### src/rtl/ray_pkg.sv
// Shared types and widths for the ray-march controller.
package ray_pkg;

  localparam int P_W     = 19;  // step index width toward the position datapath
  localparam int DIST_W  = 10;  // live step / distance width
  localparam int ORI_W   = 11;  // signed origin component width
  localparam int DIR_W   = 10;  // signed direction component width (scaled by 2^8)
  localparam int STEPS_W = 11;  // issued-step counter width (up to 1024)

  localparam logic [DIST_W-1:0] DIST_MISS = 10'h3FF;

  // Controller states, also exported on the debug port.
  typedef enum logic [1:0] {
    IDLE  = 2'd0,
    ISSUE = 2'd1,
    DRAIN = 2'd2,
    DONE  = 2'd3
  } state_t;

endpackage

### src/rtl/ray_tag_pipe.sv
// Tag pipeline: a (valid, step index) shift register whose depth matches the
// sample-to-hit loop latency, so the tag at the output lines up with the hit
// input. Flush drops every in-flight tag, including the one being pushed.
module ray_tag_pipe
  import ray_pkg::*;
#(
  parameter int DEPTH = 2,
  parameter int IDX_W = DIST_W
) (
  input  logic             clk,
  input  logic             rst,
  input  logic             in_valid,
  input  logic [IDX_W-1:0] in_idx,
  input  logic             flush,
  output logic             out_valid,
  output logic [IDX_W-1:0] out_idx,
  output logic             empty
);

  logic [DEPTH-1:0] vld_q;
  logic [IDX_W-1:0] idx_q [DEPTH];

  // Shift every cycle; flush clears all valid bits in one edge.
  always_ff @(posedge clk or posedge rst) begin
    if (rst) begin
      vld_q <= '0;
      for (int i = 0; i < DEPTH; i++) idx_q[i] <= '0;
    end else begin
      for (int i = DEPTH - 1; i > 0; i--) begin
        vld_q[i] <= flush ? 1'b0 : vld_q[i-1];
        idx_q[i] <= idx_q[i-1];
      end
      vld_q[0] <= in_valid & ~flush;
      idx_q[0] <= in_idx;
    end
  end

  assign out_valid = vld_q[DEPTH-1];
  assign out_idx   = idx_q[DEPTH-1];
  assign empty     = ~|vld_q;

endmodule

### src/rtl/ray_march_ctrl.sv
// Ray-march step controller: accepts a ray, issues step indices to the
// position datapath, matches returning wall hits against a tag pipeline and
// reports the first hit distance (or a miss).
// Optional build macro RAY_MARCH_STATS_EN adds the res_steps counter output.
//
// Handshakes: a ray is accepted on a cycle where start && ready; ready is high
// only in IDLE. A result is presented with res_valid and held stable until a
// cycle with res_valid && res_ack, after which the controller returns to IDLE.
module ray_march_ctrl
  import ray_pkg::*;
#(
  parameter int MAX_STEP = 1023,
  parameter int MAP_LAT  = 1
) (
  input  logic                     clk,
  input  logic                     rst,
  input  logic                     start,
  output logic                     ready,
  input  logic signed [ORI_W-1:0]  ori_x,
  input  logic signed [ORI_W-1:0]  ori_y,
  input  logic signed [ORI_W-1:0]  ori_z,
  input  logic signed [DIR_W-1:0]  dir_x,
  input  logic signed [DIR_W-1:0]  dir_y,
  input  logic signed [DIR_W-1:0]  dir_z,
  output logic signed [ORI_W-1:0]  ray_ori_x,
  output logic signed [ORI_W-1:0]  ray_ori_y,
  output logic signed [ORI_W-1:0]  ray_ori_z,
  output logic signed [DIR_W-1:0]  ray_dir_x,
  output logic signed [DIR_W-1:0]  ray_dir_y,
  output logic signed [DIR_W-1:0]  ray_dir_z,
  output logic [P_W-1:0]           step_p,
  output logic                     step_valid,
  input  logic                     hit,
  output logic                     res_valid,
  input  logic                     res_ack,
  output logic                     res_hit,
  output logic [DIST_W-1:0]        res_dist,
`ifdef RAY_MARCH_STATS_EN
  output logic [STEPS_W-1:0]       res_steps,
`endif
  output state_t                   dbg_state
);

  localparam int                L        = 1 + MAP_LAT;
  localparam logic [DIST_W-1:0] LAST_IDX = DIST_W'(MAX_STEP);

  state_t              state_q, state_d;
  logic [DIST_W-1:0]   step_q, step_d;
  logic                sv_q, sv_d;
  logic                res_hit_q, res_hit_d;
  logic [DIST_W-1:0]   res_dist_q, res_dist_d;
  logic                latch, push, flush;
  logic                tag_valid, tag_empty, hit_take;
  logic [DIST_W-1:0]   tag_idx;

  ray_tag_pipe #(
    .DEPTH (L),
    .IDX_W (DIST_W)
  ) u_tag_pipe (
    .clk       (clk),
    .rst       (rst),
    .in_valid  (push),
    .in_idx    (step_q),
    .flush     (flush),
    .out_valid (tag_valid),
    .out_idx   (tag_idx),
    .empty     (tag_empty)
  );

  // A hit only counts when it lines up with a live tag while marching.
  assign hit_take = hit & tag_valid & ((state_q == ISSUE) || (state_q == DRAIN));

  // State and registered outputs.
  always_ff @(posedge clk or posedge rst) begin
    if (rst) begin
      state_q    <= IDLE;
      step_q     <= '0;
      sv_q       <= 1'b0;
      res_hit_q  <= 1'b0;
      res_dist_q <= '0;
    end else begin
      state_q    <= state_d;
      step_q     <= step_d;
      sv_q       <= sv_d;
      res_hit_q  <= res_hit_d;
      res_dist_q <= res_dist_d;
    end
  end

  // Next-state and control: a taken hit beats end-of-issue and drops the
  // step issued in the same cycle.
  always_comb begin
    state_d    = state_q;
    step_d     = step_q;
    sv_d       = sv_q;
    res_hit_d  = res_hit_q;
    res_dist_d = res_dist_q;
    latch      = 1'b0;
    push       = 1'b0;
    flush      = 1'b0;
    unique case (state_q)
      IDLE: begin
        if (start) begin
          latch   = 1'b1;
          step_d  = '0;
          sv_d    = 1'b1;
          state_d = ISSUE;
        end
      end
      ISSUE: begin
        if (hit_take) begin
          flush      = 1'b1;
          res_hit_d  = 1'b1;
          res_dist_d = tag_idx;
          sv_d       = 1'b0;
          state_d    = DONE;
        end else begin
          push = 1'b1;
          if (step_q == LAST_IDX) begin
            sv_d    = 1'b0;
            state_d = DRAIN;
          end else begin
            step_d = step_q + 10'd1;
          end
        end
      end
      DRAIN: begin
        if (hit_take) begin
          flush      = 1'b1;
          res_hit_d  = 1'b1;
          res_dist_d = tag_idx;
          state_d    = DONE;
        end else if (tag_empty) begin
          res_hit_d  = 1'b0;
          res_dist_d = DIST_MISS;
          state_d    = DONE;
        end
      end
      DONE: begin
        if (res_ack) state_d = IDLE;
      end
      default: state_d = IDLE;
    endcase
  end

  // Ray geometry is captured on accept and held for the position datapath.
  always_ff @(posedge clk or posedge rst) begin
    if (rst) begin
      ray_ori_x <= '0;
      ray_ori_y <= '0;
      ray_ori_z <= '0;
      ray_dir_x <= '0;
      ray_dir_y <= '0;
      ray_dir_z <= '0;
    end else if (latch) begin
      ray_ori_x <= ori_x;
      ray_ori_y <= ori_y;
      ray_ori_z <= ori_z;
      ray_dir_x <= dir_x;
      ray_dir_y <= dir_y;
      ray_dir_z <= dir_z;
    end
  end

`ifdef RAY_MARCH_STATS_EN
  logic [STEPS_W-1:0] steps_q;

  // Count every cycle a step is driven for the current ray.
  always_ff @(posedge clk or posedge rst) begin
    if (rst) begin
      steps_q <= '0;
    end else if (latch) begin
      steps_q <= '0;
    end else if (state_q == ISSUE) begin
      steps_q <= steps_q + 11'd1;
    end
  end

  assign res_steps = steps_q;
`endif

  assign ready      = (state_q == IDLE);
  assign res_valid  = (state_q == DONE);
  assign step_valid = sv_q;
  assign step_p     = {{(P_W - DIST_W){1'b0}}, step_q};
  assign res_hit    = res_hit_q;
  assign res_dist   = res_dist_q;
  assign dbg_state  = state_q;

endmodule

### config.mk
export PLATFORM = sky130hd
export DESIGN_NAME = ray_march_ctrl
export DESIGN_NICKNAME = d
export VERILOG_FILES = /design/src/rtl/ray_pkg.sv /design/src/rtl/ray_tag_pipe.sv /design/src/rtl/ray_march_ctrl.sv
export SDC_FILE = /design/constraint.sdc
export NUM_CORES = 1
export LEC_CHECK = 0
export CORE_MARGIN = 2
export CORE_UTILIZATION = 39
export DETAILED_ROUTE_END_ITERATION = 8
export PLACE_DENSITY_LB_ADDON = 0.12
export SYNTH_ARGS = -nofsm -noshare
export SYNTH_HDL_FRONTEND = slang
export SYNTH_SLANG_ARGS = --single-unit
### constraint.sdc
create_clock -name clk -period 4.25 [get_ports clk]
set_clock_uncertainty 0.2 [all_clocks]
set_input_delay 1.0625 -clock clk [delete_from_list [all_inputs] [get_ports clk]]
set_output_delay 1.0625 -clock clk [all_outputs]
set_load 0.01 [all_outputs]
-- After elaboration in Yosys (flattened, before gate mapping)
Index checks and enable logic that the tools add are counted.
- register bits after elaboration: 109
- bits of input ports: 68
- output and inout bits: 98
- word-level logic and storage cells: 70
- $add $sub $neg: 1
- equal/unequal tests: 11
- muxes and demuxes: 30
- bitwise gates (word level): 4
- reduce and logical (&&, ||, !) cells: 10
- operators with widths (operator ; count):
    10-bit 2-to-1 mux ; 6
    10-bit one-hot mux with 2 select lines ; 2
    1-bit 2-to-1 mux ; 13
    2-bit 2-to-1 mux ; 6
    10-bit by 1-bit adder with 10-bit output (second input constant) ; 1
    10-bit == test (second input constant) ; 1
    2-bit != test (second input constant) ; 4
    2-bit one-hot mux with 4 select lines ; 1
    4-bit AND reduction ; 2
    3-bit AND reduction ; 2
    2-bit == test (second input constant) ; 2
    1-bit one-hot mux with 2 select lines ; 2
    2-bit nonzero test ; 2
    2-bit OR reduction ; 2
    1-bit AND ; 3
    3-bit by 2-bit != test with 1-bit output (second input constant) ; 1
    3-bit != test (second input constant) ; 1
    2-bit by 1-bit == test with 1-bit output (second input constant) ; 1
    2-bit logical NOT ; 1
    2-bit by 1-bit != test with 1-bit output (second input constant) ; 1
    1-bit logical OR ; 1
    1-bit inverter ; 1

-- Depth between registers and ports, before layout
- word-level depth: 7
- gate-level depth with buffers: 8
- gate-level depth less buffers: 6

-- Modules after synthesis
A second synthesis with hierarchy kept.
- cell total of the unflattened synthesis: 295
- area, all modules: 4331.7 sq um
- modules (own cells, without submodules) (module ; times used ; cells an instance ; area an instance (sq um) ; sequential area each (sq um)):
    ray_march_ctrl ; 1 ; 259 ; 3683.5 ; 2177.1
    ray_tag_pipe ; 1 ; 36 ; 648.1 ; 550.5

-- Worst setup path before layout
No wires, ideal clock.
- path kind: input to register
- start: input port hit
- end: register state_q[1], in the netlist dbg_state[1]
- library setup time: 0.125 ns
- data arrival time: 2.104 ns
- required time: 3.925 ns
- path slack: 1.821 ns
- cell stages on the path: 5
- path buffers: 1
- path through: and3_1 > buf_2 > a31oi_4 > a2111oi_4 > mux2_4
- cells in the longest elaborated chain, start to end: 4
- elaborated cells between the ends (all ways): 8
- classes of those cells: eq/ne: 2; mux: 3; bitwise: 2; reduce/logical: 1
- ends and longest elaborated chain (item ; line ; source):
    start: declaration ; ray_march_ctrl.sv:33 ; input logic hit,
    1-bit AND * (2 in a row) ; ray_march_ctrl.sv:71 ; assign hit_take = hit & tag_valid & ((state_q == ISSUE) || (state_q == DRAIN));
    3-bit != test (no source line) (tied with other cells) ; n/a ;
    4-bit AND reduction (no source line) / 2-bit one-hot mux with 4 select lines (equally long branches) ; n/a ;
    end signal: assignment ; ray_march_ctrl.sv:82 ; state_q <= state_d;
    end: declaration ; ray_march_ctrl.sv:47 ; state_t state_q, state_d;
Every way passes the cells marked *; elsewhere a longest branch is shown, timed or not.
A chain may end at the register's enable or synchronous reset.

-- Final worst setup path
- start: register state_q[1], in the netlist dbg_state[1]
- end: output port ready
- cells in the longest elaborated chain, start to end: 1
- ends and longest elaborated chain (item ; line ; source):
    2-bit logical NOT ; ray_march_ctrl.sv:182 ; assign ready = (state_q == IDLE);
    end: declaration ; ray_march_ctrl.sv:18 ; output logic ready,
Every way passes these cells.

==> summary.md <==
| Metric | Value |
|---|---|
| Status | `complete, no violations` |
| Mean Syn Cell Area | `14.6 sq um` |
| Worst skew pair latency | `approximately 0.36 ns` |
| Routability cong. | `0.772` |
| TritonCTS clock tree | `yes` |
| Top area cells in the synthesized netlist | `dfrtp_1 (64%), mux2_2 (17%), o22a_1 (2.3%)` |
| Post-synth EDFFs | `0` |
| Period minus WS final | `3.11 ns` |
| Worst Hold Class | `reg2reg` |
| Final hold vios | `0` |
| CTS Buffer Depth | `2` |
| Largest net degree at the start of global routing | `57` |
| Number of library cell types mapped by synthesis | `38` |
| Crit start category | `flip-flop` |
| Final std cells w/o fill | `591` |
| Iter 0 DRT Violations | `110` |
| Drt via density | `about 4.8` |
| Dpl cells | `between 500 and 600` |
| WHS | `0.154 ns` |
| Synth top cells by count | `dfrtp_1 (109), mux2_2 (64), o21ai_0 (13)` |
| CTS sink count | `109` |
| PortBufs | `156` |
| Detail Route Antenna Nets | `0` |
| Initial antenna violation count | `0` |
| Crit Path Category | `reg2out` |
| Grt total ovfl | `0` |
| Slew @ Worst Pin | `0.759 ns` |
| Total Routing Usage GR | `around 15%` |
| Drc violations | `0` |
| Crit path max fanout | `8` |
| # rows | `38` |
| Worst IR drop on VDD | `0.409 mV` |
| Width of the chip | `108 um` |
| ANT cells | `0` |
| Largest stage delay on the critical path | `0.61 ns` |
| Clock slew at reported path FFs | `0.11 ns` |
| Vias | `2836` |
| Cell Area, Synth | `4260 sq um` |
| Synthesized flop and latch total | `109` |
| Post-synthesis sequential area ratio | `64.1%` |
| Final max-slew violation count | `0` |
| Synth Warn # | `0` |
| Reg area | `2730 sq um` |
| Final Net Count | `between 500 and 600` |
| TritonCTS buffer count | `9` |
| Multi-input logic area | `1410 sq um` |
| Gate count after technology mapping | `292` |
| Hold buffer count at cts | `0` |
| Count leader, synth | `dfrtp_1` |
| Router iterations before antenna repair | `4` |
| Worst path depth | `3` |
| P_leak | `0.00257 uW` |
| Initial Util | `39.6%` |
| Final setup violating endpoints | `0` |
| Die area | `11800 sq um` |
| CP Cell Sequence | `inv_1 > ha_1 > clkdlybuf4s50_1` |
| Avg WL per Cell | `15.2 um` |
| Path depth of the worst reg2reg path | `6` |
| Worst setup EP type | `output pin` |
| WHS Path Cells | `0` |
| Post-synth top area share | `64.1%` |
| Fmax | `321 MHz` |
| Die Ht | `108 um` |
| H-Tree Depth | `3` |
| Share of cells above drive strength 1 | `19.7%` |
| CP Buf/Inv Count | `2` |
| # Post-CTS Setup Buffers | `0` |
| Final Cycle Share | `73.3%` |
| Finished Core Util | `57.1%` |
| Setup TNS Final | `0 ns` |
| RSZ-0062 raised after global routing | `false` |
| Pwr dens | `689 nW/um^2` |
| Drt total wl | `9000 um` |
| CP max stage cell | `clkdlybuf4s50_1` |
| Area grow syn2layout | `44.2%` |
| First-pass GRT wire length | `around 14000 um` |
| Slew headroom | `49.4%` |
| Fill cells | `920` |
| Crit path DAT | `1.85 ns` |
| Primary FF master, synth | `dfrtp_1` |
| IO Pins | `166` |
| R2R Setup Slk | `~1.7 ns` |
| CP delay by family, top | `buffers and inverters` |
| Core area | `roughly 11000 sq um` |
| Number of global-route vias before repair | `2829` |
| Post-cts resize count | `0` |
| CP required | `2.99 ns` |
| Maxcap violations | `0` |
| HPWL after DPL | `6320 um` |
| Ys async rst share | `100%` |
| Root Buffer | `clkbuf_8` |
| Largest area contributor in the netlist | `dfrtp_1` |
==> cell usage in the layout (no fill, tap or decap), types with 8 or more instances in the layout <==
| cell | n |
|---|---|
| nand2_1 | 8 |
| clkdlybuf4s50_1 | 156 |
| o22a_1 | 11 |
| dfrtp_1 | 109 |
| clkbuf_8 | 10 |
| mux2_2 | 64 |
| conb_1 | 9 |
| o21ai_0 | 13 |
==> through the flow <==
step | setup slack [ns] | cell area [sq um] | power [uW]
finish | 1.14 | 6140 | 4230
global route | 1.02 | 6140 | 4520
CTS | 1.11 | 6140 | 4300
detailed placement | 1.13 | 5940 | 3660
global placement | 1.16 | 5940 | 3620
floorplan | 0.114 | 4290 | 2640
==> report_power, final <==
group / internal, uW / switching (uW)
clock: 247 / 371
combinational: 1170 / 745
sequential: 1460 / 236
==> state kept, by name, indices dropped and copies added, names as in the netlist <==
signal / count
ray_ori_x: 11
ray_ori_y: 11
ray_ori_z: 11
ray_dir_x: 10
ray_dir_y: 10
ray_dir_z: 10
res_dist: 10
step_q: 10
u_tag_pipe.idx_q: 10
u_tag_pipe.out_idx: 10
dbg_state: 2
u_tag_pipe.vld_q: 2
res_hit: 1
step_valid: 1
==> per-layer routing <==
layer  global-route usage, %  routed length [um]  up-vias
met5                       0                   0        -
met4                    6.23                 123        0
met3                    3.98                 669       12
met2                    24.1                4210      112
met1                    19.8                4000     1376
li1                        -                   -     1336
==> area by class of cell <==
type                       instances  area share (%)
clock buffer                      10            2.24
clock inverter                     6            1.04
inverter                           4           0.285
multi-input combinational        163            22.9
sequential                       109            44.4
tap                              140            2.85
timing repair buffer             159            26.2
==> cell families after synthesis <==
family                     synth area share, %
other                                   0.0881
muxes                                     17.5
adders and majority gates                 1.47
DFF                                       64.1
and+or+nand+nor                           5.38
AOI/OAI and AO/OA                         7.88
buffers and inverters                     3.61
==> path summary, 6_finish.rpt <==
path / from / end
max reg2reg: dbg_state[1] / step_q[8]
max in group asynchronous: rst / ray_dir_y[1]
min reg2reg: u_tag_pipe.idx_q[17] / u_tag_pipe.out_idx[7]
min in group asynchronous: rst / ray_ori_x[5]
min: u_tag_pipe.idx_q[17] / u_tag_pipe.out_idx[7]
max: dbg_state[1] / ready
Power figures use the tool's default switching activity.
